[config.mk]
export PLATFORM = sky130hd
export DESIGN_NAME = seg_display_arbiter_flat
export DESIGN_NICKNAME = d
export VERILOG_FILES = /design/src/rtl/seg_display_arbiter_if.sv /design/src/rtl/seg_display_arbiter.sv /design/src/flat_wrapper.sv
export SDC_FILE = /design/constraint.sdc
export NUM_CORES = 1
export LEC_CHECK = 0
export CAP_MARGIN = 10
export CELL_PAD_IN_SITES_DETAIL_PLACEMENT = 0
export CELL_PAD_IN_SITES_GLOBAL_PLACEMENT = 1
export CORE_ASPECT_RATIO = 0.9
export CORE_MARGIN = 10
export CORE_UTILIZATION = 38
export CTS_CLUSTER_DIAMETER = 60
export DETAILED_ROUTE_END_ITERATION = 7
export PLACE_DENSITY = 0.79
export SLEW_MARGIN = 20
export SYNTH_ARGS = -nofsm -noshare
export SYNTH_HDL_FRONTEND = slang
export SYNTH_SLANG_ARGS = --single-unit
[constraint.sdc]
create_clock -name clk -period 3.06 [get_ports clk]
set_input_delay 0.612 -clock clk [delete_from_list [all_inputs] [get_ports clk]]
set_output_delay 0.612 -clock clk [all_outputs]
set_load 0.05 [all_outputs]
[src/rtl/seg_display_arbiter_if.sv]
// Producer-side bundle for seg_display_arbiter: enable, requests and patterns in; display state out.
interface seg_display_arbiter_if;
  logic        ena;
  logic [3:0]  req;
  logic [31:0] data;
  logic [7:0]  seg;
  logic [3:0]  grant;
  logic [3:0]  done;
  logic        busy;

  modport master (output ena, req, data, input seg, grant, done, busy);
  modport slave  (input ena, req, data, output seg, grant, done, busy);
endinterface

[src/rtl/seg_display_arbiter.sv]
// Round-robin time-multiplexer of one seven-segment bus among four sources, MAX_COUNT cycles per grant.
// Build macro SEG_PRIORITY_OVERRIDE_EN gives source 0 strict, preempting priority.
module seg_display_arbiter #(
  parameter logic [23:0] MAX_COUNT = 24'd10_000_000,
  parameter logic [7:0]  BLANK     = 8'h00
) (
  input logic                  clk,
  input logic                  rst,
  seg_display_arbiter_if.slave bus
);

  typedef enum logic [0:0] {
    IDLE = 1'b0,
    SHOW = 1'b1
  } state_t;

  // A zero dwell behaves as a one-cycle dwell.
  localparam logic [23:0] LAST_CNT = (MAX_COUNT <= 24'd1) ? 24'd0 : (MAX_COUNT - 24'd1);

  state_t      state_r, state_s;
  logic [23:0] cnt_r, cnt_s;
  logic [1:0]  ptr_r, ptr_s;
  logic [1:0]  owner_r, owner_s;
  logic [7:0]  seg_r, seg_s;
  logic [3:0]  grant_r, grant_s;
  logic [3:0]  done_r, done_s;
  logic        busy_r, busy_s;
  logic [2:0]  pick_s;
  logic [1:0]  winner_s;
  logic        found_s;
  logic        keep_ptr_s;
  logic        expire_s;
  logic        hand_off_s;

  // Next requester strictly after p; p itself is considered last.
  function automatic logic [2:0] rr_pick(input logic [3:0] r, input logic [1:0] p);
    logic [2:0] res;
    logic [1:0] idx;
    res = 3'b000;
    for (int i = 4; i >= 1; i--) begin
      idx = p + 2'(i);
      if (r[idx]) begin
        res = {1'b1, idx};
      end
    end
    return res;
  endfunction

  // Winner selection for any hand-off.
  always_comb begin
    pick_s  = rr_pick(bus.req, ptr_r);
    found_s = pick_s[2];
`ifdef SEG_PRIORITY_OVERRIDE_EN
    keep_ptr_s = bus.req[0];
    winner_s   = bus.req[0] ? 2'd0 : pick_s[1:0];
`else
    keep_ptr_s = 1'b0;
    winner_s   = pick_s[1:0];
`endif
  end

  // Next state: dwell counting, expiry, release and re-arbitration.
  always_comb begin
    state_s    = state_r;
    cnt_s      = cnt_r;
    ptr_s      = ptr_r;
    owner_s    = owner_r;
    expire_s   = 1'b0;
    hand_off_s = 1'b0;
    if (bus.ena) begin
      case (state_r)
        IDLE: begin
          hand_off_s = 1'b1;
        end
        SHOW: begin
          if (cnt_r == LAST_CNT) begin
            expire_s   = 1'b1;
            hand_off_s = 1'b1;
          end else if (!bus.req[owner_r]) begin
            hand_off_s = 1'b1;
`ifdef SEG_PRIORITY_OVERRIDE_EN
          end else if (bus.req[0] && (owner_r != 2'd0)) begin
            hand_off_s = 1'b1;
`endif
          end else begin
            cnt_s = cnt_r + 24'd1;
          end
        end
        default: begin
          state_s = IDLE;
        end
      endcase
      case ({hand_off_s, found_s})
        2'b11: begin
          state_s = SHOW;
          owner_s = winner_s;
          cnt_s   = 24'd0;
          ptr_s   = keep_ptr_s ? ptr_r : winner_s;
        end
        2'b10: begin
          state_s = IDLE;
          cnt_s   = 24'd0;
        end
        default: begin
        end
      endcase
    end else begin
      expire_s = 1'b0;
    end
  end

  // Next values of the registered outputs; all but done hold while disabled.
  always_comb begin
    seg_s   = seg_r;
    grant_s = grant_r;
    busy_s  = busy_r;
    done_s  = 4'b0000;
    if (bus.ena) begin
      seg_s   = (state_r == SHOW) ? bus.data[{owner_r, 3'b000} +: 8] : BLANK;
      grant_s = (state_s == SHOW) ? (4'b0001 << owner_s) : 4'b0000;
      busy_s  = (state_s == SHOW);
      done_s  = expire_s ? (4'b0001 << owner_r) : 4'b0000;
    end else begin
      done_s = 4'b0000;
    end
  end

  // State and output registers; pointer resets to 3 so source 0 wins first.
  always_ff @(posedge clk or posedge rst) begin
    if (rst) begin
      state_r <= IDLE;
      cnt_r   <= 24'd0;
      ptr_r   <= 2'd3;
      owner_r <= 2'd0;
      seg_r   <= BLANK;
      grant_r <= 4'b0000;
      done_r  <= 4'b0000;
      busy_r  <= 1'b0;
    end else begin
      state_r <= state_s;
      cnt_r   <= cnt_s;
      ptr_r   <= ptr_s;
      owner_r <= owner_s;
      seg_r   <= seg_s;
      grant_r <= grant_s;
      done_r  <= done_s;
      busy_r  <= busy_s;
    end
  end

  assign bus.seg   = seg_r;
  assign bus.grant = grant_r;
  assign bus.done  = done_r;
  assign bus.busy  = busy_r;

endmodule

[src/flat_wrapper.sv]
// flat-port wrapper written by rule: the top's interface ports become plain ports
module seg_display_arbiter_flat 
#(
  parameter logic [23:0] MAX_COUNT = 24'd10_000_000,
  parameter logic [7:0]  BLANK     = 8'h00
)
  (clk, rst, bus_ena, bus_req, bus_data, bus_seg, bus_grant, bus_done, bus_busy);
  seg_display_arbiter_if bus_i ();
  input logic clk;
  input logic rst;
  input wire logic [$bits(bus_i.ena)-1:0] bus_ena;
  input wire logic [$bits(bus_i.req)-1:0] bus_req;
  input wire logic [$bits(bus_i.data)-1:0] bus_data;
  output wire logic [$bits(bus_i.seg)-1:0] bus_seg;
  output wire logic [$bits(bus_i.grant)-1:0] bus_grant;
  output wire logic [$bits(bus_i.done)-1:0] bus_done;
  output wire logic [$bits(bus_i.busy)-1:0] bus_busy;
  assign bus_i.ena = bus_ena;
  assign bus_i.req = bus_req;
  assign bus_i.data = bus_data;
  assign bus_seg = bus_i.seg;
  assign bus_grant = bus_i.grant;
  assign bus_done = bus_i.done;
  assign bus_busy = bus_i.busy;
  seg_display_arbiter #(.MAX_COUNT(MAX_COUNT), .BLANK(BLANK)) u_core (.clk(clk), .rst(rst), .bus(bus_i));
endmodule
==> flow_metrics.env, run 1 <==
export IMPL_max_freq_mhz=407
export IMPL_synth_seq_cells=46
export IMPL_finalNonFillerCells=414
export IMPL_synthFlopType="dfrtp_1"
export IMPL_clk_pin_slew_ns=0.09
export IMPL_maxCapViolCount=0
export IMPL_syn_nets=301
export IMPL_tightest_slew_ns=0.644
export IMPL_netlist_area_leader_share=0.439
export IMPL_irDropWorstVdd_uv=415
export IMPL_vias=2251
export IMPL_hp_class="flop to flop"
export IMPL_skew_ns=0.00993
export IMPL_htreeDepth=2
export IMPL_wl_mm=6.80
export IMPL_diodes=0
export IMPL_grt_max_degree=25
export IMPL_grt_pass1_vias=2125
export IMPL_finalSetupViolCount=0
export IMPL_synth_area_um2=2510
export IMPL_async_flop_share=1.00
export IMPL_io_pin_count=56
export IMPL_fin_crit_sh=0.803
export IMPL_drt_iter0_drc=102
export IMPL_drc=0
export IMPL_initial_utilization=0.387
export IMPL_cp_top_family="simple AND/OR/NAND/NOR gates"
export IMPL_track_usage=0.131
export IMPL_clock_sinks=46
export IMPL_yosysTopAreaCell="dfrtp_1"
export IMPL_cp_data_required_time_ns=3.24
export IMPL_cts_resized=0
export IMPL_hold_viol=0
export IMPL_num_fill_cells=617
export IMPL_outcome="completed"
export IMPL_area_growth_pct=31.9
export IMPL_core_um2=6480
export IMPL_hold_depth=1
export IMPL_worst_setup_path_end_kind="flop"
export IMPL_final_seq_area_um2=1150
export IMPL_synthCells=261
export IMPL_numPortBuffers=55
export IMPL_leakage_nw=1.35
export IMPL_numCtsBuffers=5
export IMPL_synth_area_top_cells="dfrtp_1 (44%), mux4_2 (8.1%), nor2_1 (4.2%)"
export IMPL_synth_top_cells_by_count="dfrtp_1 (44), nor2_1 (28), nand3_1 (20)"
export IMPL_synth_cell_type_count=40
export IMPL_drt_wirelength_per_cell_um=16.4
export IMPL_placed_cells=406
export IMPL_syn_avg_cell_area_um2=9.60
export IMPL_met3_usage=0.0225
export IMPL_multi_input_area_um2=1250
export IMPL_cp_slowest_stage_delay_ns=0.51
export IMPL_powerDensity_nw_per_um2=676
export IMPL_grt_use_met2=0.215
export IMPL_rsz0062_at_grt="false"
export IMPL_nets=363
export IMPL_tns_ns=0
export IMPL_maxSlewHeadroom=0.571
export IMPL_routed_via_density=5.44
export IMPL_grt_most_used_layer="met2"
export IMPL_worstRegToRegCells=6
export IMPL_dieArea_um2=10200
export IMPL_min_period_ns=2.46
export IMPL_ys_warn_count=0
export IMPL_grt_first_pass_wirelength_mm=11.2
export IMPL_num_rows=28
export IMPL_crit_chain="or4b_1, or3_1, o31ai_2, buf_4, o21ai_0, a22o_1"
export IMPL_crit_fanout=10
export IMPL_gp_congestion=0.776
export IMPL_synth_most_common_cell="dfrtp_1"
export IMPL_grt_util_met1=0.176
export IMPL_antenna_found_initial=0
export IMPL_cp_start_kind="flop"
export IMPL_chipWidth_um=106
export IMPL_clk_path_buf_depth=2
export IMPL_worstSkewPairLatency_ns=0.30
export IMPL_synth_edf_count=0
export IMPL_drtPass1Iterations=5
export IMPL_holdBufCountCts=0
export IMPL_antenna_left=0
export IMPL_path_depth=6
export IMPL_critical_path_class="flop to flop"
export IMPL_cp_slowest_cell="or4b_1"
export IMPL_chipHeight_um=97.0
export IMPL_ys_seq_area_frac=0.460
export IMPL_drive_gt1_frac=0.102
export IMPL_grt_ovfl_total=0
export IMPL_post_cts_setup_buffers=0
export IMPL_cts_tree="done"
export IMPL_crit_arrival_ns=2.64
export IMPL_cts_root_buf="clkbuf_8"
export IMPL_dp_hpwl_mm=5.19
export IMPL_slew_viol_final=0
export IMPL_crit_buf_inv=1
-- state kept, by name, summed over array words and instances, names as in the netlist --
signal	count
u_core.bus.busy	1
u_core.bus.done	4
u_core.bus.grant	4
u_core.bus.seg	8
u_core.cnt_r	24
u_core.owner_r	2
u_core.ptr_r	2
u_core.state_r	1
-- placed cells by master (no fill, tap or decap), types with 5 or more instances in the layout --
cell type        count
xnor2_1              9
nand2b_1             6
and3_1               7
nand4_1              6
clkdlybuf4s50_1     55
o21a_1               5
dfrtp_1             44
nor2_1              28
a22o_1               5
nand3_1             20
clkbuf_8             6
nor3_1               8
nand2_1             19
a21oi_1              6
buf_4               12
inv_1               15
mux4_2               9
o21ai_0             19
-- stage by stage --
step	instance area, µm²	util	power, mW	worst slack (ns)	hold WS [ns]
3_3_place_gp	3210	0.496	1.85	0.404	0.465
4_1_cts	3300	0.510	2.26	0.603	0.499
3_5_place_dp	3210	0.496	1.86	0.392	0.475
5_1_grt	3300	0.510	2.37	0.449	0.521
2_1_floorplan	2510	-	1.50	0.791	0.495
6_report	3300	0.510	2.23	0.602	0.496
-- final cells by class --
| cell class | count | area share |
|---|---|---|
| flip-flops and latches | 46 | 0.349 |
| multi-input cells | 187 | 0.377 |
| inverters | 16 | 0.0182 |
| clock inverters | 1 | 0.00151 |
| well taps | 90 | 0.0341 |
| repair buffers | 67 | 0.194 |
| clock buffers | 7 | 0.0261 |
-- report_power, final --
part           leakage [nW]  internal (mW)  switching, mW
sequential            0.602          0.723          0.110
combinational         0.703          0.439          0.572
clock                0.0482          0.183          0.208
-- path summary, 6_finish.rpt --
path / from / endpoint / slack (ns)
max: u_core.cnt_r[14] / u_core.cnt_r[2] / 0.60
min: u_core.bus.busy / u_core.bus.busy / 0.50
max reg2reg: u_core.cnt_r[14] / u_core.cnt_r[2] / 0.60
min reg2reg: u_core.bus.busy / u_core.bus.busy / 0.50
max in group asynchronous: rst / u_core.ptr_r[0] / 1.74
min in group asynchronous: rst / u_core.cnt_r[22] / 0.67
-- routing by layer --
layer / vias up / wire (µm)
met1: 1110 / 3140
met5: - / 0
li1: 1072 / -
met2: 67 / 3320
met4: 0 / 53
met3: 2 / 286
-- cell families (layout without fill, tap and decap cells) --
group,after synthesis,in the layout,share of synthesized area
AOI/OAI and AO/OA,53,53,0.142
and+or+nand+nor,114,114,0.234
buffers and inverters,28,91,0.0424
adders and majority gates,1,1,0.00499
muxes,10,10,0.0854
DFF,46,46,0.460
xor gates and xnor gates,9,9,0.0315
(Power assumes the default switching activity.)
==> inputs of run 2 (changes only) <==
==> constraint.sdc (replaced) <==
create_clock -name clk -period 2.4 [get_ports clk]
set_input_delay 0.48 -clock clk [delete_from_list [all_inputs] [get_ports clk]]
set_output_delay 0.48 -clock clk [all_outputs]
set_load 0.05 [all_outputs]
==> flow_metrics.env, run 2 (synthesized netlist as in run 1, its figures left out) <==
export IMPL_utilization=0.536
export IMPL_io_pin_count=56
export IMPL_nets=378
export IMPL_hp_class="flop to flop"
export IMPL_cp_data_required_time_ns=2.60
export IMPL_placed_cells=420
export IMPL_vias=2247
export IMPL_leakage_nw=1.44
export IMPL_finalSetupViolCount=0
export IMPL_worstRegToRegCells=5
export IMPL_outcome="completed"
export IMPL_grt_pass1_vias=2276
export IMPL_post_cts_setup_buffers=0
export IMPL_regToRegSetupSlack_ns=0.07
export IMPL_holdBufCountCts=0
export IMPL_num_rows=28
export IMPL_antenna_found_initial=0
export IMPL_crit_fanout=4
export IMPL_grt_ovfl_total=0
export IMPL_skew_ns=0.00954
export IMPL_antenna_left=0
export IMPL_place_area_um2=3320
export IMPL_largest_register_ffs=24
export IMPL_tns_ns=0
export IMPL_maxCapViolCount=0
export IMPL_hold_viol=0
export IMPL_slew_viol_final=0
export IMPL_min_from="u_core.bus.busy"
export IMPL_num_fill_cells=585
export IMPL_final_seq_area_um2=1150
export IMPL_hold_depth=1
export IMPL_clk_path_buf_depth=2
export IMPL_crit_arrival_ns=2.54
export IMPL_finalNonFillerCells=429
export IMPL_final_common_cell="clkdlybuf4s50_1"
export IMPL_largest_register="u_core.cnt_r"
export IMPL_clk_pin_slew_ns=0.09
export IMPL_drtPass1Iterations=4
export IMPL_drt_wirelength_per_cell_um=16.2
export IMPL_power_mw=3.03
export IMPL_crit_chain="or4b_4, or3_4, o31a_1, or4b_1, o311ai_1"
export IMPL_cts_root_buf="clkbuf_8"
export IMPL_r2r_start="u_core.cnt_r[14]"
export IMPL_irDropWorstVdd_uv=592
export IMPL_worst_setup_path_end_kind="flop"
export IMPL_cts_tree="done"
export IMPL_drive_gt1_frac=0.156
export IMPL_initial_utilization=0.387
export IMPL_diodes=0
export IMPL_worstSkewPairLatency_ns=0.30
export IMPL_final_cell_mix="clkdlybuf4s50_1 (55), dfrtp_1 (44), nor2_1 (27), buf_4 (27), nand3_1 (20)"
export IMPL_tightest_slew_ns=0.595
export IMPL_timing_rr_end="u_core.bus.grant[3]"
export IMPL_drt_iter0_drc=92
export IMPL_maxSlewHeadroom=0.602
export IMPL_cp_slowest_stage_delay_ns=0.53
export IMPL_grt_max_degree=47
export IMPL_layout_setup_ws_ns=0.0652
export IMPL_routed_via_density=5.24
export IMPL_clock_sinks=46
export IMPL_powerDensity_nw_per_um2=872
export IMPL_cp_start_kind="flop"
export IMPL_dp_hpwl_mm=5.22
export IMPL_max_freq_mhz=428
export IMPL_wl_mm=6.95
export IMPL_finalInstanceArea_um2=3470
export IMPL_htreeDepth=2
export IMPL_whs_ns=0.499
export IMPL_fin_crit_sh=0.973
export IMPL_drc=0
export IMPL_core_um2=6480
export IMPL_chipWidth_um=106
export IMPL_rsz0062_at_grt="false"
export IMPL_grt_first_pass_wirelength_mm=11.4
export IMPL_min_period_ns=2.33
export IMPL_chipHeight_um=97.0
export IMPL_numPortBuffers=55
export IMPL_numCtsBuffers=5
export IMPL_cp_slowest_cell="or4b_1"
export IMPL_critical_path_class="flop to flop"
export IMPL_area_growth_pct=38.6
export IMPL_whs_endpoint="u_core.bus.busy"
export IMPL_track_usage=0.136
export IMPL_gp_congestion=0.795
export IMPL_dieArea_um2=10200
export IMPL_multi_input_area_um2=1280
export IMPL_dp_slack_ns=-0.0825
## run 2: how the worst max path moves through the flow
stage | start | endpoint | slack, ns
2_1_floorplan | u_core.cnt_r[14] | u_core.bus.grant[1] | 0.13
3_3_place_gp | bus_req[3] | u_core.bus.grant[1] | -0.03
6_report | u_core.cnt_r[14] | u_core.bus.grant[3] | 0.07
4_1_cts | u_core.cnt_r[14] | u_core.bus.grant[0] | 0.02
3_5_place_dp | bus_req[2] | u_core.bus.grant[0] | -0.08
5_1_grt | u_core.cnt_r[13] | u_core.bus.grant[3] | 0.006
## run 2: critical path: cells and delay by family, from the launching register on
kind	cells	cell delay (ns)
AND/OR/NAND/NOR	3	1.43
flip-flops	1	0.41
AO/OA/AOI/OAI	2	0.40
## run 2: cell type report
cell class / instances / share of cell area
Clock buffer: 6 / 0.0209
Clock inverter: 2 / 0.0108
Inverter: 16 / 0.0173
Multi-Input combinational cell: 187 / 0.370
Sequential cell: 46 / 0.332
Tap cell: 90 / 0.0324
Timing Repair Buffer: 82 / 0.217
## run 2: routing by layer
| layer | share of wire | global-route usage | vias up |
|---|---|---|---|
| met3 | 0.033 | 0.0259 | 9 |
| met2 | 0.50 | 0.231 | 41 |
| met5 | 0 | 0 | - |
| met1 | 0.45 | 0.169 | 1096 |
| li1 | - | - | 1101 |
| met4 | 0.017 | 0.0468 | 0 |
## run 2: what timing repair did
item                       CTS  global route
gates resized for setup      2             7
cloned                       0             1
pin swaps                    0             1
setup endpoints to repair   11            14
## run 2: power by group
| group | switching, mW | internal (mW) |
|---|---|---|
| combinational | 0.806 | 0.623 |
| clock | 0.270 | 0.311 |
| sequential | 0.0965 | 0.922 |
| total | 1.17 | 1.86 |
==> inputs of run 3 (changes only) <==
--- a/config.mk
+++ b/config.mk
@@ -5,7 +5,7 @@
 export SDC_FILE = /design/constraint.sdc
 export NUM_CORES = 1
 export LEC_CHECK = 0
-export CAP_MARGIN = 10
+export CAP_MARGIN = 20
 export CELL_PAD_IN_SITES_DETAIL_PLACEMENT = 0
 export CELL_PAD_IN_SITES_GLOBAL_PLACEMENT = 1
 export CORE_ASPECT_RATIO = 0.9
==> results of run 3 <==
Final layout, timing and power as in run 2 (identical DEF).
